<file path="config.mk">
export PLATFORM = sky130hd
export DESIGN_NAME = pwm_ramp_sequencer
export DESIGN_NICKNAME = d
export VERILOG_FILES = /design/src/rtl/pwm_ramp_sequencer.sv
export SDC_FILE = /design/constraint.sdc
export NUM_CORES = 1
export LEC_CHECK = 0
export CAP_MARGIN = 20
export CORE_MARGIN = 2
export CORE_UTILIZATION = 50
export DETAILED_ROUTE_END_ITERATION = 8
export PLACE_DENSITY = 0.77
export SKIP_LAST_GASP = 1
export SYNTH_ARGS = -nofsm -noshare
export SYNTH_HDL_FRONTEND = slang
export SYNTH_SLANG_ARGS = --single-unit
</file>
<file path="constraint.sdc">
create_clock -name clk -period 5.7 [get_ports clk]
set_input_delay 0.855 -clock clk [delete_from_list [all_inputs] [get_ports clk]]
set_output_delay 0.855 -clock clk [all_outputs]
set_load 0.03 [all_outputs]
</file>
<file path="src/rtl/pwm_ramp_sequencer.sv">
// Drives one pwm_gen: ramps its compare value toward a target in fixed steps,
// and applies every arr/compare change only on a PWM period boundary.
module pwm_ramp_sequencer #(
    parameter int CW = 32,
    parameter int DW = 16
) (
    input  logic          clk,
    input  logic          reset_n,
    input  logic          cfg_valid,
    output logic          cfg_ready,
    input  logic [CW-1:0] cfg_arr,
    input  logic [CW-1:0] cfg_target,
    input  logic [CW-1:0] cfg_step,
    input  logic [DW-1:0] cfg_hold,
    input  logic          stop_req,
    output logic          pwm_gen_en,
    output logic [CW-1:0] counter_arr,
    output logic [CW-1:0] counter_compare,
    output logic          period_tick,
    output logic          busy,
    output logic          done
);
    typedef enum logic [1:0] {IDLE, RAMP, HOLD, STOPPING} state_t;

    state_t        state, state_nxt;
    logic [CW-1:0] pcnt, pcnt_nxt, tgt, tgt_nxt, step, step_nxt;
    logic [DW-1:0] hold, hold_nxt, scnt, scnt_nxt;
    logic [CW-1:0] pend_arr, pend_arr_nxt, pend_tgt, pend_tgt_nxt, pend_step, pend_step_nxt;
    logic [DW-1:0] pend_hold, pend_hold_nxt;
    logic          pend_vld, pend_vld_nxt;
    logic          en_nxt, tick_nxt, done_nxt;
    logic [CW-1:0] arr_nxt, cmp_nxt;

    logic          accept, period_end;
    logic [CW-1:0] in_tgt, stepped;
    logic [DW-1:0] in_hold;
    logic [CW:0]   sum;
    logic [CW-1:0] src_arr, src_tgt, src_step, src_cmp;
    logic [DW-1:0] src_hold;

    assign cfg_ready  = (state == IDLE || state == HOLD) && !stop_req;
    assign accept     = cfg_valid && cfg_ready;
    // period_tick is registered from next-state values, so it equals the live period-end decode
    assign period_end = period_tick;
    assign in_tgt     = (cfg_target > cfg_arr) ? cfg_arr : cfg_target;
    assign in_hold    = (cfg_hold == '0) ? DW'(1) : cfg_hold;
    assign sum        = {1'b0, counter_compare} + {1'b0, step};

    always_comb begin
        if (step == '0)
            stepped = tgt;
        else if (counter_compare < tgt)
            stepped = (sum >= {1'b0, tgt}) ? tgt : sum[CW-1:0];
        else
            stepped = (step >= counter_compare - tgt) ? tgt : counter_compare - step;
    end

    // an accept landing on the boundary itself is applied directly, bypassing the pending slot
    assign src_arr  = accept ? cfg_arr  : pend_arr;
    assign src_tgt  = accept ? in_tgt   : pend_tgt;
    assign src_step = accept ? cfg_step : pend_step;
    assign src_hold = accept ? in_hold  : pend_hold;
    assign src_cmp  = (counter_compare > src_arr) ? src_arr : counter_compare;

    always_comb begin
        state_nxt     = state;
        en_nxt        = pwm_gen_en;
        arr_nxt       = counter_arr;
        cmp_nxt       = counter_compare;
        tgt_nxt       = tgt;
        step_nxt      = step;
        hold_nxt      = hold;
        scnt_nxt      = scnt;
        pend_vld_nxt  = pend_vld;
        pend_arr_nxt  = pend_arr;
        pend_tgt_nxt  = pend_tgt;
        pend_step_nxt = pend_step;
        pend_hold_nxt = pend_hold;
        done_nxt      = 1'b0;
        case (state)
            IDLE: if (accept) begin
                arr_nxt  = cfg_arr;
                cmp_nxt  = '0;
                en_nxt   = 1'b1;
                scnt_nxt = '0;
                tgt_nxt  = in_tgt;
                step_nxt = cfg_step;
                hold_nxt = in_hold;
                if (in_tgt == '0) begin
                    state_nxt = HOLD;
                    done_nxt  = 1'b1;
                end else begin
                    state_nxt = RAMP;
                end
            end
            RAMP, HOLD: if (stop_req) begin
                pend_vld_nxt = 1'b0;
                if (period_end) begin
                    en_nxt    = 1'b0;
                    state_nxt = IDLE;
                end else begin
                    state_nxt = STOPPING;
                end
            end else if (state == RAMP) begin
                if (period_end) begin
                    if (scnt == hold - DW'(1)) begin
                        scnt_nxt = '0;
                        cmp_nxt  = stepped;
                        if (stepped == tgt) begin
                            state_nxt = HOLD;
                            done_nxt  = 1'b1;
                        end
                    end else begin
                        scnt_nxt = scnt + DW'(1);
                    end
                end
            end else begin
                if (accept) begin
                    pend_vld_nxt  = 1'b1;
                    pend_arr_nxt  = cfg_arr;
                    pend_tgt_nxt  = in_tgt;
                    pend_step_nxt = cfg_step;
                    pend_hold_nxt = in_hold;
                end
                if (period_end && (accept || pend_vld)) begin
                    pend_vld_nxt = 1'b0;
                    arr_nxt      = src_arr;
                    cmp_nxt      = src_cmp;
                    tgt_nxt      = src_tgt;
                    step_nxt     = src_step;
                    hold_nxt     = src_hold;
                    scnt_nxt     = '0;
                    if (src_cmp == src_tgt) done_nxt = 1'b1;
                    else                    state_nxt = RAMP;
                end
            end
            STOPPING: if (period_end) begin
                en_nxt    = 1'b0;
                state_nxt = IDLE;
            end
            default: state_nxt = IDLE;
        endcase
        pcnt_nxt = (!en_nxt || !pwm_gen_en || period_end) ? '0 : pcnt + CW'(1);
        tick_nxt = en_nxt && (pcnt_nxt == arr_nxt);
    end

    always_ff @(posedge clk or negedge reset_n) begin
        if (!reset_n) begin
            state           <= IDLE;
            pwm_gen_en      <= 1'b0;
            counter_arr     <= '0;
            counter_compare <= '0;
            period_tick     <= 1'b0;
            busy            <= 1'b0;
            done            <= 1'b0;
            pcnt            <= '0;
            scnt            <= '0;
            tgt             <= '0;
            step            <= '0;
            hold            <= '0;
            pend_vld        <= 1'b0;
            pend_arr        <= '0;
            pend_tgt        <= '0;
            pend_step       <= '0;
            pend_hold       <= '0;
        end else begin
            state           <= state_nxt;
            pwm_gen_en      <= en_nxt;
            counter_arr     <= arr_nxt;
            counter_compare <= cmp_nxt;
            period_tick     <= tick_nxt;
            busy            <= (state_nxt != IDLE);
            done            <= done_nxt;
            pcnt            <= pcnt_nxt;
            scnt            <= scnt_nxt;
            tgt             <= tgt_nxt;
            step            <= step_nxt;
            hold            <= hold_nxt;
            pend_vld        <= pend_vld_nxt;
            pend_arr        <= pend_arr_nxt;
            pend_tgt        <= pend_tgt_nxt;
            pend_step       <= pend_step_nxt;
            pend_hold       <= pend_hold_nxt;
        end
    end
endmodule
</file>
; ---- Yosys cells after proc, flatten, opt, wreduce, memory -nomap -nowiden
; Index checks and enable logic that the tools add are counted.
[totals]
reg_bits = 311
latchBits = 0
ram_bits = 0
romBits = 0
output_inout_bits = 69
word_cells = 145
memories = 0
[classes]
add_sub_neg = 6
mul = 0
n_div = 0
n_lt_le_gt_ge = 5
eq_ne = 15
shift = 0
n_mux = 76
bitwise = 2
reduce_logical = 24
[op_table]
columns = operator, n
row1 = 32-bit two-way mux, 28
row2 = 32-bit one-hot mux with 2 select lines, 4
row3 = 16-bit two-way mux, 12
row4 = 32-bit == test, 3
row5 = 32-bit > comparator, 2
row6 = 32-bit logical NOT, 2
row7 = 16-bit one-hot mux with 2 select lines, 2
row8 = 32-bit subtractor, 2
row9 = 32-bit by 32-bit adder with 33-bit output, 1
row10 = 33-bit by 32-bit greater-or-equal comparator with 1-bit output, 1
row11 = "32-bit by 1-bit adder with 32-bit output, second input constant", 1
row12 = 32-bit greater-or-equal comparator, 1
row13 = 32-bit less-than comparator, 1
row14 = 2-bit two-way mux, 11
row15 = "16-bit by 1-bit adder with 16-bit output, second input constant", 1
row16 = 16-bit == test, 1
row17 = 16-bit logical NOT, 1
row18 = 1-bit two-way mux, 16
row19 = "16-bit by 1-bit subtractor with 16-bit output, second input constant", 1
row20 = "2-bit != test, second input constant", 5
row21 = 5-bit AND reduction, 2
row22 = "3-bit != test, second input constant", 3
row23 = 2-bit one-hot mux with 3 select lines, 1
row24 = 3-bit AND reduction, 2
row25 = other kinds (13), 24

; ---- Logic depth before layout (Yosys ltp)
; Gate-level depths: netlist (run 1).
[depth]
ltp_word = 14
ltp_mapped = 32

; ---- Least setup slack after synthesis (run 1)
; Ideal clock, no wire load.
[synth_path]
path_kind = reg-to-reg
startpoint = reg counter_compare[1]
endpoint = reg busy
arrival_time_ps = 6109
t_required_ps = 5576
setup_slack_ps = -533
stages_incl_launch_ff = 32
path_cell_list = dfrtp_1 -> ha_1 -> nor2b_1 -> o21ai_0 -> a21boi_0 -> o21ai_0 -> a21oi_1 -> o21ai_0 -> a21oi_1 -> a41oi_1 -> nor2_1 -> a2111oi_0 -> nor2_1 -> a31o_2 -> a21oi_1 -> xor2_1 -> ha_1 -> a21o_1 -> nand3_1 -> a21oi_1 -> a2111oi_0 -> o21a_1 -> buf_2 -> mux2i_1 -> nor2_1 -> o21ai_0 -> a41oi_1 -> nor4_1 -> o2111ai_1 -> nor2_1 -> o21ai_1 -> or2_1
[synth_between]
elab_chain_len = 13
word_cells_on_any_way = 23
classes_between = add/sub: 3 / order compare: 4 / eq/ne: 2 / mux: 13 / reduce/logical: 1
[synth_lines]
columns = element, line
row1 = "start, declared", 18  ; output logic [CW-1:0] counter_compare,
row2 = "start signal, assigned", 170  ; counter_compare <= cmp_nxt;
row3 = 32-bit by 32-bit adder with 33-bit output / 32-bit subtractor (equally long branches), "47, 55"
row4 = 33-bit by 32-bit greater-or-equal comparator with 1-bit output / 32-bit greater-or-equal comparator (equally long branches), "53, 55"
row5 = "32-bit two-way mux, on equally long branches", "53, 55"
row6 = 32-bit two-way mux, 52  ; else if (counter_compare < tgt)
row7 = 32-bit two-way mux, 50  ; if (step == '0)
row8 = 32-bit == test, 109  ; if (stepped == tgt) begin
row9 = 2-bit two-way mux, 109
row10 = 2-bit two-way mux, 106  ; if (scnt == hold - DW'(1)) begin
row11 = 2-bit two-way mux, 105  ; if (period_end) begin
row12 = 2-bit two-way mux *, 104  ; end else if (state == RAMP) begin
row13 = 2-bit two-way mux *, 96  ; RAMP, HOLD: if (stop_req) begin
row14 = 2-bit one-hot mux with 3 select lines *, 80  ; case (state)
row15 = net state_nxt[0], 25  ; state_t state, state_nxt;
row16 = 2-bit nonzero test *, 172  ; busy <= (state_nxt != IDLE);
row17 = "end signal, assigned", 172
row18 = "end, declared", 20  ; output logic busy,
; Mark *: on every way through the listed nets, which the timed path passes. The rest lies on a longest branch.
; A chain may end at the register's enable or synchronous reset.

; ---- Worst setup path after layout (run 1)
[layout_path]
startpoint = reg counter_compare[0]
endpoint = reg busy
; Same word-level chain as after synthesis.

==> results.sh, run 1 <==
export IMPL_r2r_end="busy$_DFF_PN0_"
export IMPL_die_w_um=234
export IMPL_io_buffer_count=184
export IMPL_clock_latency_ps=590
export IMPL_synth_warnings=0
export IMPL_ys_ff_latch=311
export IMPL_cpMaxStageDelayCell="or4_4"
export IMPL_fillers=4320
export IMPL_area_growth_syn_to_layout_pct=34.6
export IMPL_maxSlewViolCount=0
export IMPL_synth_simple_gate_area_share_pct=16.7
export IMPL_power_density_nw_per_um2=745
export IMPL_overflow=0
export IMPL_start_kind="flop"
export IMPL_cts_max_level=2
export IMPL_violations="negative setup slack"
export IMPL_grt_max_degree=120
export IMPL_drt_first_pass_iters=6
export IMPL_status="complete, but fails checks"
export IMPL_post_route_drc_count=0
export IMPL_r2r_slack_ps=-580
export IMPL_place_ws_ps=-1030
export IMPL_synth_edf_count=0
export IMPL_clkSlewWorstSetupHoldPaths_ps=70
export IMPL_crit_family="compound AO/OA/AOI/OAI gates"
export IMPL_synth_compound_area_share_pct=23.1
export IMPL_num_vias=28200
export IMPL_yosysTopAreaCell="dfrtp_1"
export IMPL_drive_gt1_share_pct=23.3
export IMPL_endpoint_kind="flop"
export IMPL_r2r_start="counter_compare[0]$_DFFE_PN0P_"
export IMPL_track_usage_pct=37.7
export IMPL_io_pins=185
export IMPL_synthFlopType="dfrtp_1"
export IMPL_hp_class="in -> async"
export IMPL_cap_violations=0
export IMPL_peakVddDrop_mv=0.430
export IMPL_synth_cell_types=98
export IMPL_crit_required_ps=6160
export IMPL_fmax_mhz=159
export IMPL_synthMuxAreaShare_pct=7.91
export IMPL_seq_area_um2=7790
export IMPL_post_route_period_util_pct=110
export IMPL_die_area_um2=55000
export IMPL_synth_area_um2=26600
export IMPL_synth_xor_area_share_pct=6.50
export IMPL_timing_final_ws_setup_ps=-576
export IMPL_relSlewSlack_pct=32.8
export IMPL_root_buffer="clkbuf_16"
export IMPL_clockBufferDepth=3
export IMPL_grt_pass1_wl_um=158000
export IMPL_hpwl_um=82600
export IMPL_synthAdderAreaFrac_pct=11.1
export IMPL_synthTopCellsByCount="nand2_1 (351), o21ai_0 (318), dfrtp_1 (311), nor2_1 (251), a21oi_1 (234)"
export IMPL_crit_top_cell="buf_4"
export IMPL_drt_wl_total_um=105000
export IMPL_tightestPinTransition_ps=1010
export IMPL_routedWlPerCell_um=22.7
export IMPL_first_iter_violations=3096
export IMPL_crit_buf_inv=6
export IMPL_synth_top_area_share_pct=29.3
export IMPL_synthArstFlopShare_pct=100
export IMPL_swShare_pct=49.9
export IMPL_syn_avg_cell_area_um2=8.23
export IMPL_synthTopCellsByArea="dfrtp_1 (29%), ha_1 (11%), o21ai_0 (6.0%), mux2i_1 (5.5%), nand2_1 (5.0%)"
export IMPL_rsz0062_at_grt="true"
export IMPL_holdWs_ps=340
export IMPL_final_setup_skew_ps=24.9
export IMPL_multiInputGateArea_um2=18200
export IMPL_finalCriticalPeriod_ps=6280
export IMPL_avgViaCountPerCell=6.09
export IMPL_report_final_hold_viol_count=0
export IMPL_seq_power_share_pct=13.7
export IMPL_cts_tree="yes"
export IMPL_yosysMostFrequentCell="nand2_1"
export IMPL_combPwrFrac_pct=76.7
export IMPL_p_int_uw=13300
export IMPL_switchingPower_uw=13300
export IMPL_ant_nets=0
export IMPL_worst_setup_path_type="reg -> reg"
export IMPL_fp_dieH_um=234
export IMPL_ys_seq_area_share_pct=29.3
export IMPL_crit_arrival_ps=6740
export IMPL_fin_nets=4270
export IMPL_r2r_cells=28
export IMPL_p_clk_share_pct=9.7
export IMPL_worstPathMaxFanout=5
export IMPL_place_congestion=1.07
export IMPL_synthesis_nets=3575
export IMPL_rows=84
export IMPL_grt_antenna_before_repair=1
export IMPL_slowest_delay_ps=550
export IMPL_numClockSinks=311
export IMPL_syn_inst=3226
export IMPL_synth_top_family_by_area="compound AO/OA/AOI/OAI gates"
export IMPL_cts_buffers=38
export IMPL_initial_core_util_pct=50.5
export IMPL_setup_violations=9
export IMPL_fp_coreArea_um2=52600
export IMPL_grt_pass1_vias=27100
export IMPL_power_leakage_uw=0.0168
-- flip-flops by register name, indices dropped and copies added, names as in the netlist, 32 cells and up --
register	flops
counter_arr	32
counter_compare	32
pcnt	32
pend_arr	32
pend_step	32
pend_tgt	32
step	32
tgt	32
-- stage by stage --
stage	total power (uW)	cell area (um^2)	util, %	TNS (ps)	cells
after global placement	21500	33300	63.3	-7490	4525
after CTS	25200	35200	67.0	-1240	4619
after global routing	28200	35800	68.0	-7070	4640
after detailed placement	21600	33300	63.3	-9410	4525
after floorplan	13900	26600	-	0	3226
final	26600	35800	68.0	-2040	4640
-- layer usage --
metal	share of wire (%)	GRT usage, %	vias to the layer above
met4	5.8	18.4	0
li1	-	-	13100
met2	44	58.9	1478
met5	0	0	-
met1	41	51.1	13400
met3	9.3	5.84	285
-- power groups by stage --
stage	registers (uW)	clock network, uW	logic (uW)
global placement	3590	0	17900
CTS	3610	2600	19000
global route	3710	2680	21800
finish	3640	2570	20400
floorplan	3820	0	10100
detailed placement	3630	0	18000
-- area by class of cell --
cell class              count  share of cell area (%)
diodes                      1                 0.00700
clock buffers              54                    3.11
clock inverters            16                   0.577
inverters                 203                    2.13
multi-input cells        2550                    50.9
flip-flops and latches    311                    21.8
well taps                 688                    2.41
repair buffers            817                    19.1
-- cells in the final DEF, fill, tap and decap left out, types with 18 or more instances in the layout --
cell             instances
buf_4                  608
nand2_1                348
dfrtp_1                302
o21ai_0                296
nor2_1                 237
ha_1                   223
a21oi_1                222
inv_1                  196
clkdlybuf4s50_1        183
mux2i_1                146
xnor2_1                126
xor2_1                  69
a21o_1                  65
nand4_1                 60
mux2_2                  55
nand3_1                 49
nor4_1                  43
nor3_1                  41
clkbuf_16               38
a22oi_1                 34
o21ai_1                 25
o211ai_1                23
nand2b_1                23
a211oi_1                18
o22ai_1                 18
-- logic make-up (layout without fill, tap and decap cells) --
group,count (synthesis),count (layout)
compound gates,969,969
flops,311,311
xor+xnor,197,197
simple gates,948,948
buf+inv,365,1090
fa+ha+maj,233,233
other cells,0,1
mux,203,203
-- worst max path at each step --
stage                                 to                            start  depth (start not counted)
after floorplan           busy$_DFF_PN0_  counter_compare[14]$_DFFE_PN0P_                         23
after global placement    busy$_DFF_PN0_   counter_compare[1]$_DFFE_PN0P_                         29
after detailed placement  busy$_DFF_PN0_   counter_compare[1]$_DFFE_PN0P_                         30
after CTS                 busy$_DFF_PN0_   counter_compare[1]$_DFFE_PN0P_                         30
after global routing      busy$_DFF_PN0_   counter_compare[1]$_DFFE_PN0P_                         32
final                     busy$_DFF_PN0_   counter_compare[0]$_DFFE_PN0P_                         28
-- timing repair --
action                     CTS  global route
pin swaps                   49            60
hold buffers                 0             0
buffers inserted            25            21
resized for setup           93            85
cloned                       1             0
setup endpoints to repair   35            36
Note: power is estimated with default switching activity, not from simulation.
==> inputs of run 2 (changes only) <==
CORE_UTILIZATION = 55   (was 50)
PLACE_DENSITY = 0.83   (was 0.77)
SLEW_MARGIN = 20   (was default)
==> run 2 against run 1 <==
  * The run still ends with negative setup slack left
  * Clock-buffer cell count down 4
  * First-iteration DRC count up 4.7%
  * Final area about the same
  * Critical path depth up 6
  * Utilization up 6.9 points
  * Critical endpoint unchanged
  * Largest cell class unchanged
==> results.sh, run 2 (same netlist as run 1, synthesis figures left out) <==
export IMPL_root_buffer="clkbuf_16"
export IMPL_initial_core_util_pct=55.6
export IMPL_fmax_mhz=161
export IMPL_final_cell_mix="buf_4 (584), nand2_1 (344), dfrtp_1 (306), o21ai_0 (273), nor2_1 (239)"
export IMPL_hpwl_um=82000
export IMPL_fp_dieH_um=224
export IMPL_crit_family="compound AO/OA/AOI/OAI gates"
export IMPL_cap_violations=0
export IMPL_tightestPinTransition_ps=1060
export IMPL_final_common_cell="buf_4"
export IMPL_r2r_cells=34
export IMPL_io_pins=185
export IMPL_maxSlewViolCount=0
export IMPL_clkSlewWorstSetupHoldPaths_ps=70
export IMPL_finalCriticalPeriod_ps=6190
export IMPL_overflow=0
export IMPL_setup_violations=29
export IMPL_clockBufferDepth=3
export IMPL_hp_class="in -> async"
export IMPL_num_vias=28900
export IMPL_report_final_hold_viol_count=0
export IMPL_instances_no_fill=4559
export IMPL_grt_antenna_before_repair=0
export IMPL_status="complete, but fails checks"
export IMPL_worst_setup_path_type="reg -> reg"
export IMPL_place_congestion=1.07
export IMPL_die_area_um2=50100
export IMPL_crit_required_ps=6160
export IMPL_cts_tree="yes"
export IMPL_relSlewSlack_pct=29.5
export IMPL_place_ws_ps=-898
export IMPL_timing_final_ws_setup_ps=-493
export IMPL_rsz0062_at_grt="true"
export IMPL_antenna_cells=0
export IMPL_slowest_delay_ps=440
export IMPL_post_route_drc_count=0
export IMPL_worstPathMaxFanout=6
export IMPL_fillers=3455
export IMPL_first_iter_violations=3242
export IMPL_clock_latency_ps=580
export IMPL_drt_first_pass_iters=7
export IMPL_final_area_um2=35800
export IMPL_drive_gt1_share_pct=23.4
export IMPL_cts_buffers=37
export IMPL_placed_cells=4438
export IMPL_endpoint_kind="flop"
export IMPL_fin_nets=4264
export IMPL_grt_max_degree=161
export IMPL_path_depth=34
export IMPL_area_growth_syn_to_layout_pct=34.7
export IMPL_crit_buf_inv=7
export IMPL_die_w_um=224
export IMPL_dpl_cell_area_um2=33100
export IMPL_avgViaCountPerCell=6.34
export IMPL_start_kind="flop"
export IMPL_cts_max_level=2
export IMPL_final_setup_skew_ps=16.3
export IMPL_rows=80
export IMPL_fin_util_pct=74.9
export IMPL_numClockSinks=311
export IMPL_post_route_period_util_pct=109
export IMPL_routedWlPerCell_um=23.4
export IMPL_grt_pass1_vias=27700
export IMPL_grt_pass1_wl_um=160000
export IMPL_io_buffer_count=184
export IMPL_cpMaxStageDelayCell="dfrtp_2"
export IMPL_ant_nets=0
export IMPL_violations="negative setup slack"
export IMPL_cts_hold_buf=0
export IMPL_track_usage_pct=41.6
export IMPL_crit_arrival_ps=6650
export IMPL_fp_coreArea_um2=47700
export IMPL_drt_wl_total_um=107000
## run 2: cell types whose count changed in the layout (fill, tap and decap cells not counted), moves of 15 or more
cell     delta
buf_4      -24
o21ai_0    -23
o21ai_1    +21
buf_6      +15
## run 2: final timing paths
| check | startpoint | end | slack [ps] |
|---|---|---|---|
| max in group asynchronous | reset_n | counter_compare[20]$_DFFE_PN0P_ | 4220 |
| worst max-delay path | counter_compare[1]$_DFFE_PN0P_ | busy$_DFF_PN0_ | -490 |
| worst max register to register | counter_compare[1]$_DFFE_PN0P_ | busy$_DFF_PN0_ | -490 |
| worst min register to register | tgt[26]$_DFFE_PN0P_ | tgt[26]$_DFFE_PN0P_ | 490 |
| min in group clk | tgt[26]$_DFFE_PN0P_ | tgt[26]$_DFFE_PN0P_ | 490 |
| worst min-delay path | reset_n | pend_step[15]$_DFFE_PN0P_ | 260 |
## run 2: worst register-to-register path, delay by kind of cell (launching register included)
family / cells / cell delay (ps)
compound gates: 16 / 2980
simple gates: 9 / 1140
buf+inv: 7 / 980
fa+ha+maj: 2 / 560
flops: 1 / 440
## run 2: layout make-up
type	count	area [um^2]	share of cell area (%)
Clock inverter	18	260	0.727
Timing Repair Buffer	812	6880	19.2
Clock buffer	50	1070	2.98
Inverter	203	762	2.13
Tap cell	615	769	2.15
Sequential cell	311	7790	21.8
Multi-Input combinational cell	2550	18300	51.0
## run 2: stage by stage
stage | hold WS, ps | TNS [ps]
floorplan | 445 | 0
global placement | 463 | -6660
detailed placement | 478 | -10610
CTS | 284 | -1790
global route | 322 | -11500
finish | 262 | -4520
## run 2: repair_timing
action / 4_1_cts / 5_1_grt
buffers inserted: 31 / 29
gates resized for setup: 93 / 143
cloned: 1 / 2
endpoints found under the setup margin: 36 / 36
pin swaps: 60 / 86
## run 2: per-layer routing
layer,wire [um],vias to the layer above,global-route usage [%]
li1,-,13100,-
met1,41600,13700,53.7
met2,45600,1711,63.7
met3,11000,403,8.37
met4,8270,0,26.9
met5,0,-,0
Power of run 2 is left out: the tool's default activity adds up to more than one toggle a clock period on the data nets, which glitch-free logic cannot reach.
